File: config.mk
export PLATFORM = sky130hd
export DESIGN_NAME = contador_canais
export DESIGN_NICKNAME = d
export VERILOG_FILES = /design/src/rtl/contador_pkg.sv /design/src/rtl/contador_canal.sv /design/src/rtl/contador_canais.sv
export SDC_FILE = /design/constraint.sdc
export NUM_CORES = 1
export LEC_CHECK = 0
export ABC_AREA = 1
export BUFFER_PORTS_ARGS = -buffer_cell sky130_fd_sc_hd__buf_4
export CAP_MARGIN = 20
export CELL_PAD_IN_SITES_DETAIL_PLACEMENT = 0
export CELL_PAD_IN_SITES_GLOBAL_PLACEMENT = 1
export CORE_UTILIZATION = 47
export CTS_CLUSTER_DIAMETER = 150
export DETAILED_ROUTE_END_ITERATION = 12
export MAX_ROUTING_LAYER = met4
export PLACE_DENSITY_LB_ADDON = 0.3
export SYNTH_ARGS = -nofsm -noshare
export SYNTH_HDL_FRONTEND = slang
export SYNTH_SLANG_ARGS = --single-unit
File: constraint.sdc
create_clock -name clk -period 3.4 [get_ports clk]
set_input_delay 0.34 -clock clk [delete_from_list [all_inputs] [get_ports clk]]
set_output_delay 0.34 -clock clk [all_outputs]
set_load 0.01 [all_outputs]
File: src/rtl/contador_pkg.sv
`default_nettype none
// +----------------------------------------------------------------------+
// | contador_pkg: mode and state encodings shared by the counter bank.   |
// | Revision: 1.0                                                        |
// +----------------------------------------------------------------------+
package contador_pkg;

  localparam int MODE_W = 2;

  localparam logic [MODE_W-1:0] MODE_FREE    = 2'd0;
  localparam logic [MODE_W-1:0] MODE_RELOAD  = 2'd1;
  localparam logic [MODE_W-1:0] MODE_ONESHOT = 2'd2;
  localparam logic [MODE_W-1:0] MODE_DOWN    = 2'd3;

  typedef enum logic [1:0] {
    ST_IDLE = 2'd0,
    ST_RUN  = 2'd1,
    ST_HALT = 2'd2
  } state_e;

endpackage
`default_nettype wire

File: src/rtl/contador_canal.sv
`default_nettype none
// +----------------------------------------------------------------------+
// | contador_canal: one programmable counter channel with limit and mode. |
// | Revision: 1.0                                                        |
// +----------------------------------------------------------------------+
module contador_canal
  import contador_pkg::*;
#(
  parameter int WIDTH = 8
) (
  input  logic              clk,
  input  logic              rst_n,
  input  logic              cfg_we,
  input  logic [WIDTH-1:0]  cfg_max,
  input  logic [MODE_W-1:0] cfg_mode,
  input  logic              enable,
  input  logic              clear,
  output logic [WIDTH-1:0]  count,
  output logic              bigger_than_max,
  output logic              terminal,
  output logic              done
);

  logic [WIDTH-1:0]  count_q, count_d;
  logic [WIDTH-1:0]  limit_q, limit_d;
  logic [MODE_W-1:0] mode_q, mode_d;
  state_e            state_q, state_d;
  logic              terminal_q, terminal_d;
  logic              done_q, done_d;

  always_comb begin
    count_d    = count_q;
    limit_d    = limit_q;
    mode_d     = mode_q;
    state_d    = state_q;
    terminal_d = 1'b0;
    done_d     = done_q;
    if (cfg_we) begin
      limit_d = cfg_max;
      mode_d  = cfg_mode;
      count_d = (cfg_mode == MODE_DOWN) ? cfg_max : '0;
      done_d  = 1'b0;
      state_d = ST_RUN;
    end else if (clear && (state_q != ST_IDLE)) begin
      count_d = (mode_q == MODE_DOWN) ? limit_q : '0;
      done_d  = 1'b0;
      state_d = ST_RUN;
    end else if ((state_q == ST_RUN) && enable) begin
      case (mode_q)
        MODE_FREE: begin
          count_d    = count_q + WIDTH'(1);
          terminal_d = (count_q == '1);
        end
        MODE_RELOAD: begin
          if (count_q == limit_q) begin
            count_d    = '0;
            terminal_d = 1'b1;
          end else begin
            count_d = count_q + WIDTH'(1);
          end
        end
        MODE_ONESHOT: begin
          if (count_q == limit_q) begin
            state_d    = ST_HALT;
            done_d     = 1'b1;
            terminal_d = 1'b1;
          end else begin
            count_d = count_q + WIDTH'(1);
          end
        end
        default: begin
          // Down-count reloads from the limit after reaching zero.
          if (count_q == '0) begin
            count_d    = limit_q;
            terminal_d = 1'b1;
          end else begin
            count_d = count_q - WIDTH'(1);
          end
        end
      endcase
    end
  end

  always_ff @(posedge clk or negedge rst_n) begin
    if (!rst_n) begin
      count_q    <= '0;
      limit_q    <= '1;
      mode_q     <= MODE_FREE;
      state_q    <= ST_IDLE;
      terminal_q <= 1'b0;
      done_q     <= 1'b0;
    end else begin
      count_q    <= count_d;
      limit_q    <= limit_d;
      mode_q     <= mode_d;
      state_q    <= state_d;
      terminal_q <= terminal_d;
      done_q     <= done_d;
    end
  end

  assign count           = count_q;
  assign bigger_than_max = (state_q != ST_IDLE) && (count_q >= limit_q);
  assign terminal        = terminal_q;
  assign done            = done_q;

endmodule
`default_nettype wire

File: src/rtl/contador_canais.sv
`default_nettype none
// +----------------------------------------------------------------------+
// | contador_canais: bank of programmable counters behind one cfg port.  |
// | Revision: 1.0                                                        |
// +----------------------------------------------------------------------+
module contador_canais
  import contador_pkg::*;
#(
  parameter int WIDTH    = 8,
  parameter int CHANNELS = 4,
  parameter int CW       = (CHANNELS > 1) ? $clog2(CHANNELS) : 1
) (
  input  logic                      clk,
  input  logic                      rst_n,
  input  logic                      cfg_valid,
  output logic                      cfg_ready,
  input  logic [CW-1:0]             cfg_chan,
  input  logic [WIDTH-1:0]          cfg_max,
  input  logic [MODE_W-1:0]         cfg_mode,
  input  logic [CHANNELS-1:0]       enable,
  input  logic [CHANNELS-1:0]       clear,
  output logic [CHANNELS*WIDTH-1:0] count,
  output logic [CHANNELS-1:0]       bigger_than_max,
  output logic [CHANNELS-1:0]       terminal,
  output logic [CHANNELS-1:0]       done
);

  logic cfg_ready_q, cfg_ready_d;
  logic accept;

  assign accept = cfg_valid && cfg_ready_q;

  // One bubble after every accept, so back-to-back requests alternate.
  always_comb begin
    cfg_ready_d = !accept;
  end

  always_ff @(posedge clk or negedge rst_n) begin
    if (!rst_n) begin
      cfg_ready_q <= 1'b1;
    end else begin
      cfg_ready_q <= cfg_ready_d;
    end
  end

  assign cfg_ready = cfg_ready_q;

  for (genvar i = 0; i < CHANNELS; i++) begin : g_chan
    logic we;
    assign we = accept && (cfg_chan == CW'(i));

    contador_canal #(
      .WIDTH(WIDTH)
    ) u_canal (
      .clk            (clk),
      .rst_n          (rst_n),
      .cfg_we         (we),
      .cfg_max        (cfg_max),
      .cfg_mode       (cfg_mode),
      .enable         (enable[i]),
      .clear          (clear[i]),
      .count          (count[i*WIDTH +: WIDTH]),
      .bigger_than_max(bigger_than_max[i]),
      .terminal       (terminal[i]),
      .done           (done[i])
    );
  end

endmodule
`default_nettype wire

Word level (Yosys, flattened, before mapping):

Cells that the tools add are included.

* register bits: 89
* bits in latches: 0
* RAM bits: 0
* ROM bits: 0
* input port bits: 23
* output and inout bits: 45
* word-level logic and storage cells: 221
* memories kept: 0

* $add $sub $neg: 8
* multiply operators: 0
* div/mod/pow operators: 0
* magnitude comparators: 4
* equality and inequality tests: 32
* shifts and indexed selects: 0
* muxes and demuxes: 97
* bitwise logic cells: 0
* reduce and logical (&&, ||, !) cells: 55

Operators with widths (count)
* 8-bit 2-to-1 mux: 29
* 8-bit case mux with 3 select lines: 4
* 1-bit 2-to-1 mux: 40
* 2-bit 2-to-1 mux: 20
* 3-bit nonzero test: 12
* 8-bit by 1-bit adder with 8-bit output (second input constant): 4
* 8-bit equality test: 4
* 8-bit equality test (second input constant): 4
* 8-bit >= comparator: 4
* 8-bit zero test: 4
* 8-bit by 1-bit subtractor with 8-bit output (second input constant): 4
* 2-bit equality test (second input constant): 11
* 2-bit by 1-bit equality test with 1-bit output (second input constant): 9
* 1-bit logical AND: 17
* 4-bit by 2-bit inequality test with 1-bit output (second input constant): 4
* 3-bit AND reduction: 4
* 2-bit zero test: 5
* 1-bit case mux with 2 select lines: 4
* 2-bit AND reduction: 4
* 2-bit nonzero test: 4
* 2-bit OR reduction: 4
* 1-bit zero test: 1

Logic depth before layout (Yosys ltp):

* word-level depth: 6
* depth in mapped cells: 15
* mapped depth without buffers: 15

Hierarchy:

From an unflattened synthesis, not the netlist that was laid out.

* cells, all modules: 1099
* area total of the unflattened synthesis: 7719.9 sq um

By module, submodules not included
* contador_canal at g_chan[0].u_canal ...: instances 3, cells each 272, area an instance 1910.6 sq um, sequential area each 535.5 sq um
* contador_canal at g_chan[3].u_canal: instances 1, cells each 271, area an instance 1918.1 sq um, sequential area each 535.5 sq um
* contador_canais: instances 1, cells each 12, area an instance 70.1 sq um, sequential area each 26.3 sq um

Least setup slack after synthesis:

OpenSTA, ideal clock, no wires.

* kind: reg-to-reg
* start point: register g_chan[3].u_canal.limit_q[7]
* end point: register g_chan[3].u_canal.count_q[4]
* library setup time: 0.124 ns
* data arrival time: 1.739 ns
* data required time: 3.276 ns
* path slack: 1.536 ns
* stages on the path, launching flop included: 12
* buffers on the path: 0
* clock period less this slack: 1.864 ns
* path through: dfstp_2 -> inv_1 -> ha_1 -> nand2_1 -> nor2_1 -> nand2_1 -> o21ai_1 -> inv_2 -> nor2_4 -> inv_2 -> nor2_1 -> a21oi_1

* word-level cells in the longest chain between the ends: 6
* elaborated cells on any way between the ends: 8
* those cells by class: eq/ne: 2; mux: 5; reduce/logical: 1

Ends and longest elaborated chain
* from (decl): line contador_canal.sv:25 `logic [WIDTH-1:0] limit_q, limit_d;`
* from (signal assigned): line contador_canal.sv:94 `limit_q <= limit_d;`
* 8-bit equality test *: line contador_canal.sv:55, contador_canal.sv:63
* 8-bit 2-to-1 mux: line contador_canal.sv:55 `if (count_q == limit_q) begin`
* 8-bit case mux with 3 select lines: line contador_canal.sv:49 `case (mode_q)`
* 8-bit 2-to-1 mux: line contador_canal.sv:48 `end else if ((state_q == ST_RUN) && enable) begin`
* 8-bit 2-to-1 mux: line contador_canal.sv:44 `end else if (clear && (state_q != ST_IDLE)) begin`
* 8-bit 2-to-1 mux: line contador_canal.sv:38 `if (cfg_we) begin`
* to (signal assigned): line contador_canal.sv:93 `count_q <= count_d;`
* to (decl): line contador_canal.sv:24 `logic [WIDTH-1:0] count_q, count_d;`

Mark *: on every way between the ends. The rest lies on a longest branch, timed or not. The select of a mux whose other input is x is not followed.
A chain may end at the register's enable or synchronous reset.

Worst setup path after layout:

* start point: register g_chan[3].u_canal.limit_q[7]
* end point: output port bigger_than_max[3]

* word-level cells in the longest chain between the ends: 2

Ends and longest elaborated chain
* 8-bit >= comparator: line contador_canal.sv:103 `assign bigger_than_max = (state_q != ST_IDLE) && (count_q >= limit_q);`
* 1-bit logical AND: line contador_canal.sv:103
* to (decl): line contador_canais.sv:23 `output logic [CHANNELS-1:0] bigger_than_max,`

Every way passes these cells.

==> impl_metrics.ini <==
[outcome]
outcome = complete, no violations

[grt]
track_usage_pct = 26.7
antenna_found_initial = 0
first_global_vias = 6485
overflow = 0
grt_pass1_wl_mm = 33.0
grt_max_degree = 79

[logic_synthesis]
synthCells = 1071
synth_top_area_cell = dfrtp_1
ys_ff_latch = 85
yosys-top-cells-area = dfrtp_1, nand2_1, dfstp_2
yosysSeqAreaShare_pct = 29.5
synth_nets = 1158
ys_types = 45
synth-xor-area-share_pct = 2.26
syn_avg_cell_area_um2 = 6.87
syn-cell-area_mm2 = 0.00736
synth-adder-area-share_pct = 10.9
synth_top_family_by_area = simple AND/OR/NAND/NOR gates
ys_warn_count = 0
synth-compound-area-share_pct = 15.2
synth_top_area_share_pct = 17.7
yosys.area_share.simple_pct = 31.2
muxShareOfSynthArea_pct = 0

[layout]
drive_above_1_share_pct = 16.1
stdcell_area_mm2 = 0.00823
final_cell_mix = nand2_1, inv_1, nor2_1
area_growth_pct = 11.9
final_common_cell = nand2_1
nets = 1202
diodes = 0
final_cells = 1331

[sta]
min_period_ns = 2.39
finalClockSkew_ns = 0.00782
tightest_slew_ns = 0.570
maxSlewViolCount = 0
rsz0062_at_grt = false
hold_viol = 0
finalCritPeriodShare_pct = 70.3
tns_ns = 0
slew_headroom_pct = 61.9
fmax_mhz = 419
setup_viol = 0

[critical_path]
r2r_start = g_chan[3].u_canal.limit_q[7]
r2r-end = g_chan[3].u_canal.count[2]
r2r_slack_ns = 1.18
path_max_fanout = 5
reg2regPathDepth = 11
critPathLaunchType = flip-flop
cp.arrival_ns = 2.05
endpoint_kind = output pin
crit_type = flip-flop to output pin
required_ns = 3.06

[power_and_ir_drop]
powerDensity_mw_per_mm2 = 581
vdd_drop_max_v = 0.000346
seq_power_share_pct = 32.9
switchingPower_w = 0.00208
fin_total_pwr_w = 0.00478
pwr-share-comb_pct = 45.4
p_sw_share_pct = 43.4
clkPwrFrac_pct = 21.6
cellInternalPower_w = 0.00270
leakagePower_nw = 4.10

[detailed_routing]
routed_wirelength_mm = 20.1
dr_wl_met3_um = 759
wl_per_cell_um = 15.1
ant_nets = 0
wl_met1_mm = 9.82
drt_pass1_iterations = 5
drt-initial-drc-count = 513
num_vias = 6919
routed.top_layer = met4
dr_wl_met2_mm = 9.32
via_per_inst = 5.20
drc_errors = 0

[cts]
path_clk_slew_ns = 0.06
clock_sink_count = 85
cts_setup_buffers = 0
cts_max_path_buffers = 2
cts_tree = done
cts_root_buf = clkbuf_16
h-tree-depth = 3
ctsHoldBuffers = 0
cts_made_buffers = 9
post_cts_resize_count = 0
clk_latency_ns = 0.35

[placed_design]
gp_congestion = 0.876
place.detailed.hpwl_mm = 15.3
dp.cells = 1313
placed_area_mm2 = 0.00789
numPortBuffers = 67

[floorplan]
io_pins = 68
initial_core_util_pct = 48.2
die_w_um = 127
row_count = 45
die_height_um = 127
coreArea_mm2 = 0.0153
die-area_mm2 = 0.0162

[flow_run]
cap_viol_max_count = 0

[hold_path]
hold_depth = 3
holdPathEnd = g_chan[1].u_canal.limit_q[1]
min_from = cfg_max[1]
hp-class = input port to flip-flop
[metal layers]
metal  track usage (%)  vias up
met5                 -        -
met4              5.11        0
met3              3.73       16
met2              42.3      153
met1              36.5     3192
li1                  -     3558
[critical path, cell delays in order (launching register included)]
cell and delay (ns):
dfstp_2 0.53, inv_1 0.07, ha_1 0.30, nand2_1 0.07
nor2_1 0.22, nand2_1 0.17, a31oi_1 0.20, buf_4 0.14
[logic make-up (layout without fill, tap and decap cells)]
family                     count (synthesis)  count (layout)
buffers and inverters                    186             235
AOI/OAI and AO/OA                        203             203
adders and majority gates                 64              64
DFF                                       85              85
and+or+nand+nor                          514             514
xor gates and xnor gates                  19              19
[stage by stage]
step	worst slack (ns)	hold slack (ns)	util, %
2_1_floorplan	1.54	0.0444	-
5_1_grt	0.845	0.239	53.9
4_1_cts	1.02	0.208	53.7
3_3_place_gp	1.23	0.505	51.7
3_5_place_dp	1.25	0.507	51.7
6_report	1.01	0.241	53.9
[final cells by class]
type                       instances  area, um^2
multi-input combinational        800        4380
timing repair buffer              71         548
clock buffer                      11         253
fill                            1558        7030
clock inverter                     5        56.3
sequential                        85        2170
tap                              211         264
inverter                         148         561
[state kept, by name, summed over array words and instances, names as in the netlist]
name and cells:
cfg_ready 1, g_chan.u_canal.count 32, g_chan.u_canal.done 4, g_chan.u_canal.limit_q 32
g_chan.u_canal.mode_q 8, g_chan.u_canal.state_q 4, g_chan.u_canal.terminal 4
[power groups by stage]
| stage | clock [W] | combinational (W) | sequential, W |
|---|---|---|---|
| 5_1_grt | 0.00110 | 0.00249 | 0.00161 |
| 4_1_cts | 0.00105 | 0.00217 | 0.00157 |
| 3_3_place_gp | 0 | 0.00215 | 0.00158 |
| 3_5_place_dp | 0 | 0.00215 | 0.00159 |
| 2_1_floorplan | 0 | 0.00162 | 0.00149 |
| 6_report | 0.00103 | 0.00217 | 0.00157 |
[Yosys cell counts]
cell type	n
o211ai_1	9
xor2_1	17
nand3_1	80
nand2_4	4
buf_6	5
o211ai_2	1
buf_4	14
nor3_2	2
nor2_2	9
nor2_8	2
or2_2	1
a21oi_2	1
a22oi_1	2
clkinv_1	4
o21ai_2	3
nand3_2	2
nor3b_1	1
nand4_1	17
o21ai_0	69
nor3_1	13
a311oi_1	2
nand2_1	262
o21ai_1	27
o22ai_1	2
a31oi_1	7
clkbuf_2	1
buf_1	2
a22oi_2	1
o31ai_1	2
dfrtp_1	52
nor2_4	7
a21oi_1	72
clkinv_4	1
xnor2_1	2
nand3b_1	6
buf_2	11
o21ai_4	1
o21a_1	4
nor2_1	102
inv_1	123
nand2_2	6
inv_2	20
clkbuf_1	5
ha_1	64
dfstp_2	33
[worst max-delay path by stage]
| stage | from | end | slack, ns | cells after the start |
|---|---|---|---|---|
| 2_1_floorplan | g_chan[3].u_canal.limit_q[7] | g_chan[3].u_canal.count[4] | 1.54 | 11 |
| 3_3_place_gp | g_chan[3].u_canal.count[0] | g_chan[3].u_canal.count[2] | 1.23 | 11 |
| 3_5_place_dp | g_chan[3].u_canal.count[0] | g_chan[3].u_canal.count[4] | 1.25 | 11 |
| 4_1_cts | g_chan[2].u_canal.count[2] | bigger_than_max[2] | 1.02 | 8 |
| 5_1_grt | g_chan[3].u_canal.limit_q[7] | bigger_than_max[3] | 0.84 | 7 |
| 6_report | g_chan[3].u_canal.limit_q[7] | bigger_than_max[3] | 1.01 | 7 |
No activity file was read; power rests on OpenSTA's default activity.
